[src/rtl/ppfifo_pkg.sv]
// Shared definitions for the ping-pong FIFO write arbiter: FSM state
// encoding, FIFO size width and the round-robin pointer update.
package ppfifo_pkg;

    localparam int NUM_REQ     = 2;
    localparam int FIFO_SIZE_W = 24;

    typedef logic [FIFO_SIZE_W-1:0] fifo_size_t;

    typedef enum logic [1:0] {
        ST_IDLE    = 2'd0,
        ST_GRANT   = 2'd1,
        ST_ACTIVE  = 2'd2,
        ST_RELEASE = 2'd3
    } arb_state_t;

    // After a buffer is released the preferred requester becomes the one
    // that did not just win (grant 01 -> prefer 1, grant 10 -> prefer 0).
    function automatic logic rr_next_ptr(input logic [NUM_REQ-1:0] grant);
        return grant[0] & ~grant[1];
    endfunction

endpackage

[src/rtl/ppfifo_wr_arbiter_if.sv]
// Bundle of requester, downstream ping-pong FIFO and status signals for
// ppfifo_wr_arbiter. The slave modport is the arbiter's view; the master
// modport is the surrounding logic (requesters plus downstream FIFO).
interface ppfifo_wr_arbiter_if #(
    parameter int DATA_WIDTH = 32
) ();
    import ppfifo_pkg::*;

    // requester 0
    logic                  i_req0_valid;
    logic [1:0]            o_req0_rdy;
    logic [1:0]            i_req0_act;
    fifo_size_t            o_req0_size;
    logic                  i_req0_stb;
    logic [DATA_WIDTH:0]   i_req0_data;
    // requester 1
    logic                  i_req1_valid;
    logic [1:0]            o_req1_rdy;
    logic [1:0]            i_req1_act;
    fifo_size_t            o_req1_size;
    logic                  i_req1_stb;
    logic [DATA_WIDTH:0]   i_req1_data;
    // downstream ping-pong FIFO
    logic [1:0]            i_ppfifo_rdy;
    logic [1:0]            o_ppfifo_act;
    fifo_size_t            i_ppfifo_size;
    logic                  o_ppfifo_stb;
    logic [DATA_WIDTH:0]   o_ppfifo_data;
    // status
    logic [1:0]            o_grant;
    logic                  o_overflow;

    modport slave (
        input  i_req0_valid, i_req0_act, i_req0_stb, i_req0_data,
        input  i_req1_valid, i_req1_act, i_req1_stb, i_req1_data,
        input  i_ppfifo_rdy, i_ppfifo_size,
        output o_req0_rdy, o_req0_size, o_req1_rdy, o_req1_size,
        output o_ppfifo_act, o_ppfifo_stb, o_ppfifo_data,
        output o_grant, o_overflow
    );

    modport master (
        output i_req0_valid, i_req0_act, i_req0_stb, i_req0_data,
        output i_req1_valid, i_req1_act, i_req1_stb, i_req1_data,
        output i_ppfifo_rdy, i_ppfifo_size,
        input  o_req0_rdy, o_req0_size, o_req1_rdy, o_req1_size,
        input  o_ppfifo_act, o_ppfifo_stb, o_ppfifo_data,
        input  o_grant, o_overflow
    );

endinterface

[src/rtl/ppfifo_rr_select.sv]
// Two-way round-robin pick: a lone valid requester always wins; when both
// are valid the pointer decides.
module ppfifo_rr_select
    import ppfifo_pkg::*;
(
    input  logic [NUM_REQ-1:0] valid,
    input  logic               pointer,
    output logic [NUM_REQ-1:0] grant
);

    // Contention resolved purely by the pointer, otherwise pass valid through.
    always_comb begin
        grant = valid;
        if (&valid) begin
            grant = pointer ? 2'b10 : 2'b01;
        end
    end

endmodule

[src/rtl/ppfifo_wr_arbiter.sv]
// Two-requester write arbiter in front of a ping-pong FIFO. A requester is
// granted one downstream buffer, activates it, streams words (forwarded one
// cycle late), then releases it. Words beyond the buffer size are dropped
// and flagged on a sticky overflow bit.
// Optional feature: define PPFIFO_WR_ARBITER_TIMEOUT_EN to release a grant
// whose requester fails to activate within GRANT_TIMEOUT cycles.
module ppfifo_wr_arbiter
    import ppfifo_pkg::*;
#(
    parameter int DATA_WIDTH    = 32,
    parameter int GRANT_TIMEOUT = 256
) (
    input  logic               clk,
    input  logic               rst_n,
    ppfifo_wr_arbiter_if.slave bus
);

    localparam int TMR_W = (GRANT_TIMEOUT > 1) ? $clog2(GRANT_TIMEOUT) : 1;
    localparam logic [TMR_W-1:0] TMR_LAST = TMR_W'(GRANT_TIMEOUT - 1);
`ifdef PPFIFO_WR_ARBITER_TIMEOUT_EN
    localparam bit TIMEOUT_EN = 1'b1;
`else
    localparam bit TIMEOUT_EN = 1'b0;
`endif

    arb_state_t          state_reg;
    logic [1:0]          act_reg;
    logic [1:0]          grant_reg;
    logic                rdy_reg;
    logic                ptr_reg;
    fifo_size_t          count_reg;
    logic                stb_reg;
    logic [DATA_WIDTH:0] data_reg;
    logic                overflow_reg;
    logic [TMR_W-1:0]    timer_reg;

    // Requester inputs gathered into arrays so the winner can be indexed.
    logic [NUM_REQ-1:0]  valid_vec;
    logic [NUM_REQ-1:0]  stb_vec;
    logic [1:0]          act_vec  [NUM_REQ];
    logic [DATA_WIDTH:0] data_vec [NUM_REQ];
    logic [1:0]          rdy_vec  [NUM_REQ];
    fifo_size_t          size_vec [NUM_REQ];

    assign valid_vec   = {bus.i_req1_valid, bus.i_req0_valid};
    assign stb_vec     = {bus.i_req1_stb, bus.i_req0_stb};
    assign act_vec[0]  = bus.i_req0_act;
    assign act_vec[1]  = bus.i_req1_act;
    assign data_vec[0] = bus.i_req0_data;
    assign data_vec[1] = bus.i_req1_data;

    // Only the granted requester sees ready and the buffer size.
    for (genvar gi = 0; gi < NUM_REQ; gi++) begin : g_req
        assign rdy_vec[gi]  = {1'b0, rdy_reg & grant_reg[gi]};
        assign size_vec[gi] = grant_reg[gi] ? bus.i_ppfifo_size : '0;
    end

    assign bus.o_req0_rdy  = rdy_vec[0];
    assign bus.o_req1_rdy  = rdy_vec[1];
    assign bus.o_req0_size = size_vec[0];
    assign bus.o_req1_size = size_vec[1];

    assign bus.o_ppfifo_act  = act_reg;
    assign bus.o_ppfifo_stb  = stb_reg;
    assign bus.o_ppfifo_data = data_reg;
    assign bus.o_grant       = grant_reg;
    assign bus.o_overflow    = overflow_reg;

    logic [NUM_REQ-1:0]  sel_grant;
    logic                win_idx;
    logic [1:0]          win_act;
    logic                win_stb;
    logic [DATA_WIDTH:0] win_data;

    ppfifo_rr_select u_rr_select (
        .valid   (valid_vec),
        .pointer (ptr_reg),
        .grant   (sel_grant)
    );

    assign win_idx  = grant_reg[1];
    assign win_act  = act_vec[win_idx];
    assign win_stb  = stb_vec[win_idx];
    assign win_data = data_vec[win_idx];

    // Arbitration FSM with all downstream and requester-facing outputs registered.
    always_ff @(posedge clk or negedge rst_n) begin
        if (!rst_n) begin
            state_reg    <= ST_IDLE;
            act_reg      <= 2'b00;
            grant_reg    <= 2'b00;
            rdy_reg      <= 1'b0;
            ptr_reg      <= 1'b0;
            count_reg    <= '0;
            stb_reg      <= 1'b0;
            data_reg     <= '0;
            overflow_reg <= 1'b0;
            timer_reg    <= '0;
        end else begin
            stb_reg <= 1'b0;
            case (state_reg)
                ST_IDLE: begin
                    if ((act_reg == 2'b00) && (bus.i_ppfifo_rdy != 2'b00) && (|valid_vec)) begin
                        act_reg   <= bus.i_ppfifo_rdy[0] ? 2'b01 : 2'b10;
                        grant_reg <= sel_grant;
                        count_reg <= '0;
                        timer_reg <= '0;
                        rdy_reg   <= 1'b1;
                        state_reg <= ST_GRANT;
                    end
                end
                ST_GRANT: begin
                    if (win_act != 2'b00) begin
                        rdy_reg   <= 1'b0;
                        state_reg <= ST_ACTIVE;
                    end else if (TIMEOUT_EN && (timer_reg == TMR_LAST)) begin
                        // Requester never activated: hand the buffer back empty.
                        rdy_reg   <= 1'b0;
                        state_reg <= ST_RELEASE;
                    end else if (TIMEOUT_EN) begin
                        timer_reg <= timer_reg + 1'b1;
                    end
                end
                ST_ACTIVE: begin
                    if (win_stb) begin
                        if (count_reg == bus.i_ppfifo_size) begin
                            overflow_reg <= 1'b1;
                        end else begin
                            stb_reg   <= 1'b1;
                            data_reg  <= win_data;
                            count_reg <= count_reg + 1'b1;
                        end
                    end
                    // A strobe coincident with deactivation is still taken above.
                    if (win_act == 2'b00) begin
                        state_reg <= ST_RELEASE;
                    end
                end
                ST_RELEASE: begin
                    act_reg   <= 2'b00;
                    grant_reg <= 2'b00;
                    ptr_reg   <= rr_next_ptr(grant_reg);
                    state_reg <= ST_IDLE;
                end
                default: begin
                    state_reg <= ST_IDLE;
                end
            endcase
        end
    end

endmodule

[src/flat_wrapper.sv]
// flat-port wrapper written by rule: the top's interface ports become plain ports
module ppfifo_wr_arbiter_flat import ppfifo_pkg::*;
#(
    parameter int DATA_WIDTH    = 32,
    parameter int GRANT_TIMEOUT = 256
)
  (clk, rst_n, bus_i_req0_valid, bus_i_req0_act, bus_i_req0_stb, bus_i_req0_data, bus_i_req1_valid, bus_i_req1_act, bus_i_req1_stb, bus_i_req1_data, bus_i_ppfifo_rdy, bus_i_ppfifo_size, bus_o_req0_rdy, bus_o_req0_size, bus_o_req1_rdy, bus_o_req1_size, bus_o_ppfifo_act, bus_o_ppfifo_stb, bus_o_ppfifo_data, bus_o_grant, bus_o_overflow);
  ppfifo_wr_arbiter_if #(.DATA_WIDTH(DATA_WIDTH)) bus_i ();
  input  logic clk;
  input  logic rst_n;
  input wire logic [$bits(bus_i.i_req0_valid)-1:0] bus_i_req0_valid;
  input wire logic [$bits(bus_i.i_req0_act)-1:0] bus_i_req0_act;
  input wire logic [$bits(bus_i.i_req0_stb)-1:0] bus_i_req0_stb;
  input wire logic [$bits(bus_i.i_req0_data)-1:0] bus_i_req0_data;
  input wire logic [$bits(bus_i.i_req1_valid)-1:0] bus_i_req1_valid;
  input wire logic [$bits(bus_i.i_req1_act)-1:0] bus_i_req1_act;
  input wire logic [$bits(bus_i.i_req1_stb)-1:0] bus_i_req1_stb;
  input wire logic [$bits(bus_i.i_req1_data)-1:0] bus_i_req1_data;
  input wire logic [$bits(bus_i.i_ppfifo_rdy)-1:0] bus_i_ppfifo_rdy;
  input wire logic [$bits(bus_i.i_ppfifo_size)-1:0] bus_i_ppfifo_size;
  output wire logic [$bits(bus_i.o_req0_rdy)-1:0] bus_o_req0_rdy;
  output wire logic [$bits(bus_i.o_req0_size)-1:0] bus_o_req0_size;
  output wire logic [$bits(bus_i.o_req1_rdy)-1:0] bus_o_req1_rdy;
  output wire logic [$bits(bus_i.o_req1_size)-1:0] bus_o_req1_size;
  output wire logic [$bits(bus_i.o_ppfifo_act)-1:0] bus_o_ppfifo_act;
  output wire logic [$bits(bus_i.o_ppfifo_stb)-1:0] bus_o_ppfifo_stb;
  output wire logic [$bits(bus_i.o_ppfifo_data)-1:0] bus_o_ppfifo_data;
  output wire logic [$bits(bus_i.o_grant)-1:0] bus_o_grant;
  output wire logic [$bits(bus_i.o_overflow)-1:0] bus_o_overflow;
  assign bus_i.i_req0_valid = bus_i_req0_valid;
  assign bus_i.i_req0_act = bus_i_req0_act;
  assign bus_i.i_req0_stb = bus_i_req0_stb;
  assign bus_i.i_req0_data = bus_i_req0_data;
  assign bus_i.i_req1_valid = bus_i_req1_valid;
  assign bus_i.i_req1_act = bus_i_req1_act;
  assign bus_i.i_req1_stb = bus_i_req1_stb;
  assign bus_i.i_req1_data = bus_i_req1_data;
  assign bus_i.i_ppfifo_rdy = bus_i_ppfifo_rdy;
  assign bus_i.i_ppfifo_size = bus_i_ppfifo_size;
  assign bus_o_req0_rdy = bus_i.o_req0_rdy;
  assign bus_o_req0_size = bus_i.o_req0_size;
  assign bus_o_req1_rdy = bus_i.o_req1_rdy;
  assign bus_o_req1_size = bus_i.o_req1_size;
  assign bus_o_ppfifo_act = bus_i.o_ppfifo_act;
  assign bus_o_ppfifo_stb = bus_i.o_ppfifo_stb;
  assign bus_o_ppfifo_data = bus_i.o_ppfifo_data;
  assign bus_o_grant = bus_i.o_grant;
  assign bus_o_overflow = bus_i.o_overflow;
  ppfifo_wr_arbiter #(.DATA_WIDTH(DATA_WIDTH), .GRANT_TIMEOUT(GRANT_TIMEOUT)) u_core (.clk(clk), .rst_n(rst_n), .bus(bus_i));
endmodule
[config.mk]
export PLATFORM = sky130hd
export DESIGN_NAME = ppfifo_wr_arbiter_flat
export DESIGN_NICKNAME = d
export VERILOG_FILES = /design/src/rtl/ppfifo_pkg.sv /design/src/rtl/ppfifo_wr_arbiter_if.sv /design/src/rtl/ppfifo_rr_select.sv /design/src/rtl/ppfifo_wr_arbiter.sv /design/src/flat_wrapper.sv
export SDC_FILE = /design/constraint.sdc
export NUM_CORES = 1
export LEC_CHECK = 0
export ABC_AREA = 1
export CAP_MARGIN = 20
export CORE_ASPECT_RATIO = 0.5
export CORE_UTILIZATION = 45
export CTS_BUF_LIST = sky130_fd_sc_hd__clkbuf_8
export DETAILED_ROUTE_END_ITERATION = 10
export PLACE_DENSITY = 0.83
export SYNTH_ARGS = -nofsm -noshare
export SYNTH_HDL_FRONTEND = slang
export SYNTH_SLANG_ARGS = --single-unit
export TNS_END_PERCENT = 30
[constraint.sdc]
create_clock -name clk -period 1.85 [get_ports clk]
set_clock_uncertainty 0.1 [all_clocks]
set_input_delay 0.37 -clock clk [delete_from_list [all_inputs] [get_ports clk]]
set_output_delay 0.37 -clock clk [all_outputs]
set_load 0.005 [all_outputs]
; Word level (Yosys, flattened, before mapping)
; Cells that the tools add are included.
[op_classes]
add_sub_neg = 1
bitwise_logic = 6
n_lt_le_gt_ge = 2
n_reduce_logical = 18
mux = 31
n_eq_ne = 9
[op_table]
columns = operator, count
row1 = 2-to-1 mux 24 bit, 5
row2 = 2-to-1 mux 33 bit, 3
row3 = case mux 24 bit (2 select lines), 1
row4 = adder 24 x 1 -> 24 bit (second input constant), 1
row5 = == test 24 bit, 1
row6 = 2-to-1 mux 2 bit, 11
row7 = AND reduction 3 bit, 4
row8 = nonzero test 2 bit, 5
row9 = inequality test 2 x 1 -> 1 bit (second input constant), 4
row10 = case mux 2 bit (2 select lines), 2
row11 = case mux 2 bit (4 select lines), 1
row12 = 2-to-1 mux 1 bit, 7
row13 = zero test 2 bit, 3
row14 = == test 2 bit (second input constant), 2
row15 = AND reduction 2 bit, 2
row16 = AND reduction 4 bit, 1
row17 = AND 1 bit, 3
row18 = == test 2 x 1 -> 1 bit (second input constant), 1
row19 = >= comparator 2 bit (second input constant), 1
row20 = logical AND 1 bit, 2
row21 = < comparator 1 x 2 -> 1 bit (second input constant), 1
row22 = inequality test 2 bit (second input constant), 1
row23 = inverter 1 bit, 2
row24 = inverter 1 -> 2 bit, 1
row25 = other kinds (2), 2
[totals]
word_cells = 76
output_inout_bits = 91
in_bits = 102
ff_bits = 67

; Depth between registers and ports, before layout
; Gate-level depths: netlist (run 1).
[depth]
ltp_word = 7
ltp_mapped = 12
depth_no_buf = 11

; Hierarchy
; From an unflattened synthesis (run 1), not the netlist that was laid out.
[hier_totals]
hier_cells = 663
hier_area_um2 = 4544.4
[by_module_without_submodules]
columns = mod, area_per_inst_um2, cells_per_inst, seq_area_each_um2, instances
row1 = ppfifo_wr_arbiter, 4523.1, 658, 1676.6, 1
row2 = ppfifo_rr_select, 21.3, 5, 0.0, 1

; Worst setup path before layout (run 1)
; No wires, ideal clock.
[synth_timing]
path_type = register -> register
from = register u_core.state_reg[0]
to = register u_core.data_reg[0] (netlist: u_core.bus.o_ppfifo_data[0])
path_stages_with_launch = 8
synth_period_minus_slack_ps = 1666
required_ps = 1633
setup_ps = 117
arrival_time_ps = 1449
slack_ps = 184
n_path_buf = 2
path_cell_list = dfrtp_1 > inv_1 > ha_1 > clkbuf_1 > nand3_2 > buf_6 > nand2_1 > nand2_1
[synth_via]
elab_chain_len = 2
[synth_rtl]
columns = item, line_no
row1 = from (decl), ppfifo_wr_arbiter.sv:26  ; arb_state_t state_reg;
row2 = from (signal assigned), ppfifo_wr_arbiter.sv:89  ; state_reg <= ST_IDLE;
row3 = from (signal assigned), ppfifo_wr_arbiter.sv:109  ; state_reg <= ST_GRANT;
row4 = from (signal assigned), ppfifo_wr_arbiter.sv:115  ; state_reg <= ST_ACTIVE;
row5 = == test 2 bit, ppfifo_wr_arbiter.sv:101  ; case (state_reg)
row6 = AND reduction 3 bit (no source line), n/a
row7 = to (signal assigned), ppfifo_wr_arbiter.sv:130  ; data_reg <= win_data;
row8 = to (decl), ppfifo_wr_arbiter.sv:33  ; logic [DATA_WIDTH:0] data_reg;
; Every way passes these cells.
; A chain may end at the register's enable or synchronous reset.

; Worst setup path in the final report (run 1)
[layout_timing]
from = register u_core.count_reg[1]
to = register u_core.count_reg[12]
[layout_via]
elab_chain_len = 4
word_cells_on_any_way = 7
classes_between = 1 x add/sub / 2 x eq/ne / 3 x mux / 1 x reduce/logical
[layout_rtl]
columns = item, line_no
row1 = from (decl), ppfifo_wr_arbiter.sv:31  ; fifo_size_t count_reg;
row2 = from (signal assigned), ppfifo_wr_arbiter.sv:131  ; count_reg <= count_reg + 1'b1;
row3 = adder 24 x 1 -> 24 bit, ppfifo_wr_arbiter.sv:131
row4 = 2-to-1 mux 24 bit, ppfifo_wr_arbiter.sv:126  ; if (count_reg == bus.i_ppfifo_size) begin
row5 = 2-to-1 mux 24 bit, ppfifo_wr_arbiter.sv:125  ; if (win_stb) begin
row6 = case mux 24 bit (2 select lines), ppfifo_wr_arbiter.sv:101
; Parallel ways exist; a longest one is shown, timed or not. The select of a mux whose other input is x is not followed.

==> summary.txt, run 1 <==
Run status
  • Status: finished, violations left
  • Violated checks: setup timing

Logic synthesis
  • Post-synth top area share: 35.12%
  • Sequential area share after synthesis: 35.12%
  • Post-synth cell types: 33
  • Count leader, synth: nand2_1
  • Yosys top cell by area: dfrtp_1
  • FFs w/ async S/R, synth: 100.0%
  • Flops & latches, synth: 67
  • Prevailing post-synth register cell: dfrtp_1
  • Post-synth EDFFs: 0
  • Synth top cells by count: nand2_1 (387), inv_1 (96), dfrtp_1 (67)
  • Yosys warning total: 0
  • Synth Cell Area: 4773 µm²
  • Syn Inst Count: 781
  • Area contributors post-synth: dfrtp_1 (35%), nand2_1 (30%), inv_1 (7.5%)
  • Mean area per synthesized cell: 6.112 µm²

STA
  • Fin crit share: 106.2%
  • Setup ws final: -0.1156 ns
  • Max-slew headroom: 62.98%
  • Final Hold Fails: 0
  • Worst slew pin tran: 0.5552 ns
  • Final setup viols: 18
  • Final slew viol count: 0
  • Hold slack: 0.3770 ns
  • FMAX: 508.8 MHz
  • RSZ-0062 raised after global routing: true
  • Setup TNS: -0.7261 ns
  • Tmin final: 1.966 ns

CTS
  • Clock transition at path regs: 0.08 ns
  • H-tree depth: 3
  • CTS root buf: clkbuf_8
  • CTS Buffer Depth: 2
  • Clock tree from TritonCTS: built
  • Clock Sink Count: 67
  • Clock latency on the worst-skew pair: 0.37 ns
  • CTS buffer count: 9

Hold path
  • Hold Crit Class: reg2reg

Critical path
  • Required time of the critical path: 2.05 ns
  • Kind of end point of the critical path: flop
  • CP max FO: 5
  • Startpoint Class: flop
  • WS Path Type: reg2reg
  • CP arrival: 2.16 ns

Place
  • DP Worst Slack: -0.3851 ns
  • PortBufs: 190
  • Placed cells: 1137
  • Hpwl dp: 11270 µm
  • Placement Cell Area: 7224 µm²
  • Routability Congestion: 1.006

Cells and area
  • Finished Core Util: 78.77%
  • Final Cell Area: 8071 µm²
  • Area Overhead vs Synth: 69.10%
  • Fillers: 742
  • Layout Nets: 1150
  • Layout cells sized above 1: 21.47%
  • Finished Layout Cells: 1188
  • Max FFs per register: 33
  • Antenna diode count: 0

Drt
  • Drt total wl: 18320 µm
  • Wirelength per Cell: 15.42 µm
  • DR pass1 iterations: 6
  • Routed Antenna Nets: 0
  • DR DRC count: 0
  • DR vias/cell: 5.150
  • Via count: 6118
  • 1st-iter DRT viols: 622

Pwr
  • Power after layout: 9.541 mW
  • Pwr dens: 1182 nW/µm²
  • Leak: 4.446 nW
  • Max rail drop VDD: 0.0009641 V

Global routing
  • GRT overflow: 0
  • Vias in the first global route: 5039
  • GRT Total Usage: 28.97%
  • Largest net degree at the start of global routing: 42
  • Antenna violations before repair: 0
  • First-pass GRT wire length: 24850 µm

Run
  • Max-cap violations: 0

Die
  • Placement row count: 26
  • Die ar.: 11050 µm²
  • Core Box Area: 10250 µm²
  • Initial core utilization: 46.58%
  • Die height: 74.83 µm
  • Ports: 193
  • Die X: 147.7 µm
per-layer routing:
| metal | global-route usage (%) | up-vias | routed length, µm |
|---|---|---|---|
| li1 | - | 2913 | - |
| met1 | 37.23 | 2840 | 7435 |
| met2 | 49.63 | 326 | 8820 |
| met3 | 6.848 | 39 | 1720 |
| met4 | 8.706 | 0 | 347 |
| met5 | 0 | - | 0 |
where the power goes:
part | leakage (nW) | internal, mW | total [mW] | switching (mW)
Clock | 0.103 | 0.648 | 1.32 | 0.672
Sequential | 0.870 | 1.92 | 2.25 | 0.326
Combinational | 3.47 | 2.92 | 5.97 | 3.06
worst max-delay path: stages (launching register included):
cell	delay (ns)
dfrtp_1	0.42
ha_2	0.22
nand2_1	0.12
nor2_1	0.24
inv_1	0.11
o21ai_0	0.21
o21ai_0	0.14
nor2_1	0.16
nand3_2	0.10
nand2_1	0.08
kinds of logic after synthesis:
kind of cell             synth area share, %
flip-flops                             35.12
AO/OA/AOI/OAI                          3.119
XOR/XNOR                               2.936
other                                0.07856
adder cells (fa/ha/maj)                1.311
AND/OR/NAND/NOR                        45.77
buffers and inverters                  11.66
final timing paths:
| check | to | cells after the start | startpoint | slack [ns] |
|---|---|---|---|---|
| hold / removal | u_core.bus.o_ppfifo_data[30]$_DFFE_PN0P_ | 2 | u_core.bus.o_ppfifo_data[30]$_DFFE_PN0P_ | 0.38 |
| min in group asynchronous | u_core.count_reg[21]$_DFFE_PN0P_ | 2 | rst_n | 0.43 |
| hold reg to reg | u_core.bus.o_ppfifo_data[30]$_DFFE_PN0P_ | 2 | u_core.bus.o_ppfifo_data[30]$_DFFE_PN0P_ | 0.38 |
| setup / recovery | u_core.count_reg[12]$_DFFE_PN0P_ | 9 | u_core.count_reg[1]$_DFFE_PN0P_ | -0.12 |
| setup reg to reg | u_core.count_reg[12]$_DFFE_PN0P_ | 9 | u_core.count_reg[1]$_DFFE_PN0P_ | -0.12 |
| max in group asynchronous | u_core.bus.o_ppfifo_data[3]$_DFFE_PN0P_ | 3 | rst_n | 0.68 |
placed cells by master, fill, tap and decap left out, drive strengths merged, types with 2 or more instances in the layout:
cell / n
nand2: 393
clkdlybuf4s50: 120
inv: 102
buf: 93
dfrtp: 67
nor2: 65
clkbuf: 46
nand4: 41
nand3: 31
dlygate4sd2: 25
o21ai: 14
xor2: 10
dlymetal6s2s: 7
xnor2: 6
a21oi: 5
ha: 5
or2: 2
o31ai: 2
o211ai: 2
conb: 2
cell type report:
type / instances / area, µm² / share of cell area (%)
Multi-Input combinational cell: 582 / 2821 / 34.96
Tap cell: 140 / 175.2 / 2.170
Sequential cell: 67 / 1680 / 20.82
Inverter: 98 / 375.4 / 4.650
Clock buffer: 9 / 123.9 / 1.535
Timing Repair Buffer: 285 / 2811 / 34.83
Clock inverter: 7 / 83.83 / 1.039
what timing repair did:
| item | in CTS | in global routing |
|---|---|---|
| hold buffers | 1 | 0 |
| setup endpoints to repair | 54 | 87 |
| cloned | 5 | 10 |
| pin swaps | 0 | 28 |
| gates resized for setup | 105 | 147 |
| buffers inserted | 7 | 17 |
| endpoints found under the hold margin | 17 | 0 |
Power figures use the tool's default switching activity.
==> run 2, diff against run 1 <==
--- a/config.mk
+++ b/config.mk
@@ -11,6 +11,7 @@
 export CORE_UTILIZATION = 45
 export CTS_BUF_LIST = sky130_fd_sc_hd__clkbuf_8
 export DETAILED_ROUTE_END_ITERATION = 10
+export MAX_ROUTING_LAYER = met4
 export PLACE_DENSITY = 0.83
 export SYNTH_ARGS = -nofsm -noshare
 export SYNTH_HDL_FRONTEND = slang
==> summary.txt, run 2 (synthesized netlist as in run 1, its figures left out) <==
Run status
  • Status: finished, violations left
  • Violated checks: setup timing

STA
  • RSZ-0062 raised after global routing: true
  • Final setup viols: 61 (+43)
  • Tmin final: 1.957 ns (-0.008500 ns)
  • Final Hold Fails: 0 (unchanged)
  • Final slew viol count: 0 (unchanged)
  • Fin crit share: 105.8% (-0.46 points)
  • Setup ws final: -0.1071 ns (+0.008500 ns)
  • FMAX: 511.0 MHz (+0.43%)

Critical path
  • R2R cell count: 12 (+3)
  • WS Path Type: reg2out
  • Required time of the critical path: 1.38 ns (-0.67 ns)
  • Capturing point of the worst reg2reg path: u_core.bus.o_ppfifo_data[18]$_DFFE_PN0P_
  • CP arrival: 1.49 ns (-0.67 ns)
  • Family with the most delay on the worst path: buffers and inverters
  • CP max FO: 5 (unchanged)
  • Startpoint Class: flop
  • Reg2reg start: u_core.count_reg[1]$_DFFE_PN0P_
  • CP Buf/Inv Count: 4 (+3)
  • Worst path max stage delay: 0.45 ns (+0.03 ns)
  • FF-to-FF setup slack: -0.05 ns (+0.07 ns)
  • Crit path cell chain: buf_4 -> clkbuf_16 -> nand2_1 -> inv_1 -> dlygate4sd2_1
  • Kind of end point of the critical path: primary output
  • Slowest CP cell: dfrtp_2

Place
  • Hpwl dp: 11460 µm (+1.7%)
  • Placed cells: 1136 (-0.088%)
  • Routability Congestion: 0.9794 (-2.6%)
  • Placement Cell Area: 7267 µm² (+0.59%)
  • PortBufs: 190 (unchanged)
  • DP Worst Slack: -0.3857 ns (-0.0006890 ns)

Hold path
  • Hold Crit Class: in2async

CTS
  • Clock Sink Count: 67 (unchanged)
  • Clock latency on the worst-skew pair: 0.37 ns (about the same)
  • H-tree depth: 3 (unchanged)
  • Clock transition at path regs: 0.09 ns (about the same)
  • CTS Buffer Depth: 2 (unchanged)
  • CTS root buf: clkbuf_8
  • CTS buffer count: 9 (unchanged)
  • Clock tree from TritonCTS: built

Cells and area
  • Layout cells sized above 1: 23.57% (+2.1 points)
  • Final Cell Area: 8265 µm² (+2.4%)
  • Commonest non-fill, non-tap cell in the layout: nand2_1
  • Area Overhead vs Synth: 73.16%
  • Antenna diode count: 0 (unchanged)
  • Commonest cells after routing, fill and taps aside: nand2_1 (330), clkdlybuf4s50_1 (119), inv_1 (86)
  • Max FFs per register: 33 (unchanged)
  • Layout Nets: 1154 (+0.35%)
  • Finished Layout Cells: 1192 (+0.34%)

Global routing
  • GRT overflow: 0 (unchanged)
  • GRT Total Usage: 31.17% (+2.2 points)
  • Antenna violations before repair: 0 (unchanged)
  • Largest net degree at the start of global routing: 42 (unchanged)
  • Vias in the first global route: 5229 (+3.8%)
  • First-pass GRT wire length: 25690 µm (+3.4%)

Drt
  • Via count: 6148 (+0.49%)
  • Drt total wl: 19150 µm (+4.5%)
  • DR pass1 iterations: 5 (-1)
  • DR DRC count: 0 (unchanged)
  • Wirelength per Cell: 16.07 µm (+4.2%)
  • Routed Antenna Nets: 0 (unchanged)
  • 1st-iter DRT viols: 520 (-16%)
  • DR vias/cell: 5.158 (+0.15%)

Pwr
  • Leak: 4.597 nW (+3.4%)
  • Max rail drop VDD: 0.0008406 V (-13%)
  • Pwr dens: 1219 nW/µm² (+3.2%)

Die
  • Die X: 147.7 µm (unchanged)
  • Initial core utilization: 46.58% (unchanged)
  • Die ar.: 11050 µm² (unchanged)
  • Core Box Area: 10250 µm² (unchanged)
  • Die height: 74.83 µm (unchanged)
  • Placement row count: 26 (unchanged)
  • Ports: 193 (unchanged)

Run
  • Max-cap violations: 0 (unchanged)
## run 2: final cells by class
class | count | area, µm²
inverter | 98 | 375.4
clock inverter | 7 | 77.57
clock buffer | 9 | 123.9
sequential | 67 | 1682
fill | 679 | 1982
tap | 140 | 175.2
multi-input combinational | 579 | 2856
timing repair buffer | 292 | 2975
## run 2: routing by layer
layer  track usage (%)  vias up  part of all wire (%)
met2             53.67      337                    48
met1             38.25     2848                    41
met5                 -        -                     0
li1                  -     2915                     -
met3             6.061       48                   8.9
met4             8.133        0                   2.3
## run 2: how the worst max path moves through the flow
stage                                              end  depth (start not counted)                              start
4_1_cts                             bus_o_req0_size[9]                          4  u_core.bus.o_grant[0]$_DFFE_PN0P_
2_1_floorplan  u_core.bus.o_ppfifo_data[0]$_DFFE_PN0P_                          7    u_core.state_reg[0]$_DFFE_PN0P_
3_5_place_dp   u_core.bus.o_ppfifo_data[6]$_DFFE_PN0P_                         12              bus_i_ppfifo_size[23]
6_report                           bus_o_req0_size[21]                          5  u_core.bus.o_grant[0]$_DFFE_PN0P_
3_3_place_gp   u_core.bus.o_ppfifo_data[9]$_DFFE_PN0P_                         12              bus_i_ppfifo_size[23]
5_1_grt                            bus_o_req0_size[21]                          5  u_core.bus.o_grant[0]$_DFFE_PN0P_
## run 2: worst register-to-register path, cell delays in order (launching register included)
cell       delay [ns]
dfrtp_1          0.40
buf_6            0.12
nand2_2          0.05
nand2_2          0.06
nand3_2          0.09
nor2_2           0.14
nand2_2          0.08
nor2_4           0.16
nand2_4          0.12
nand3_4          0.19
clkbuf_16        0.19
nand2_1          0.05
nand2_1          0.08
## run 2: through the flow
stage	hold WS (ns)	total power, mW	TNS, ns	utilization (%)
2_1_floorplan	-0.02559	4.404	0	-
3_3_place_gp	0.2224	6.851	-26.30	70.92
3_5_place_dp	0.2157	6.998	-28.65	70.92
4_1_cts	0.3624	8.695	-1.249	75.01
5_1_grt	0.3833	10.56	-7.670	80.66
6_report	0.3530	10.08	-2.408	80.66
## run 2: report_power, final
group	switching [mW]	total, mW	internal, mW
combinational	3.23	6.53	3.29
clock	0.652	1.28	0.631
sequential	0.350	2.27	1.92
## run 2: what timing repair did
action	4_1_cts	5_1_grt
buffers inserted	11	17
gates cloned	5	9
pin swaps	8	24
hold endpoints to repair	10	0
hold buffers	1	0
gates resized for setup	161	119
endpoints found under the setup margin	62	83
==> run 3, diff against run 2 <==
--- a/config.mk
+++ b/config.mk
@@ -11,7 +11,6 @@
 export CORE_UTILIZATION = 45
 export CTS_BUF_LIST = sky130_fd_sc_hd__clkbuf_8
 export DETAILED_ROUTE_END_ITERATION = 10
-export MAX_ROUTING_LAYER = met4
 export PLACE_DENSITY = 0.83
 export SYNTH_ARGS = -nofsm -noshare
 export SYNTH_HDL_FRONTEND = slang
==> results of run 3 <==
Same layout as run 1: the final DEF is identical, and so are final timing and power.
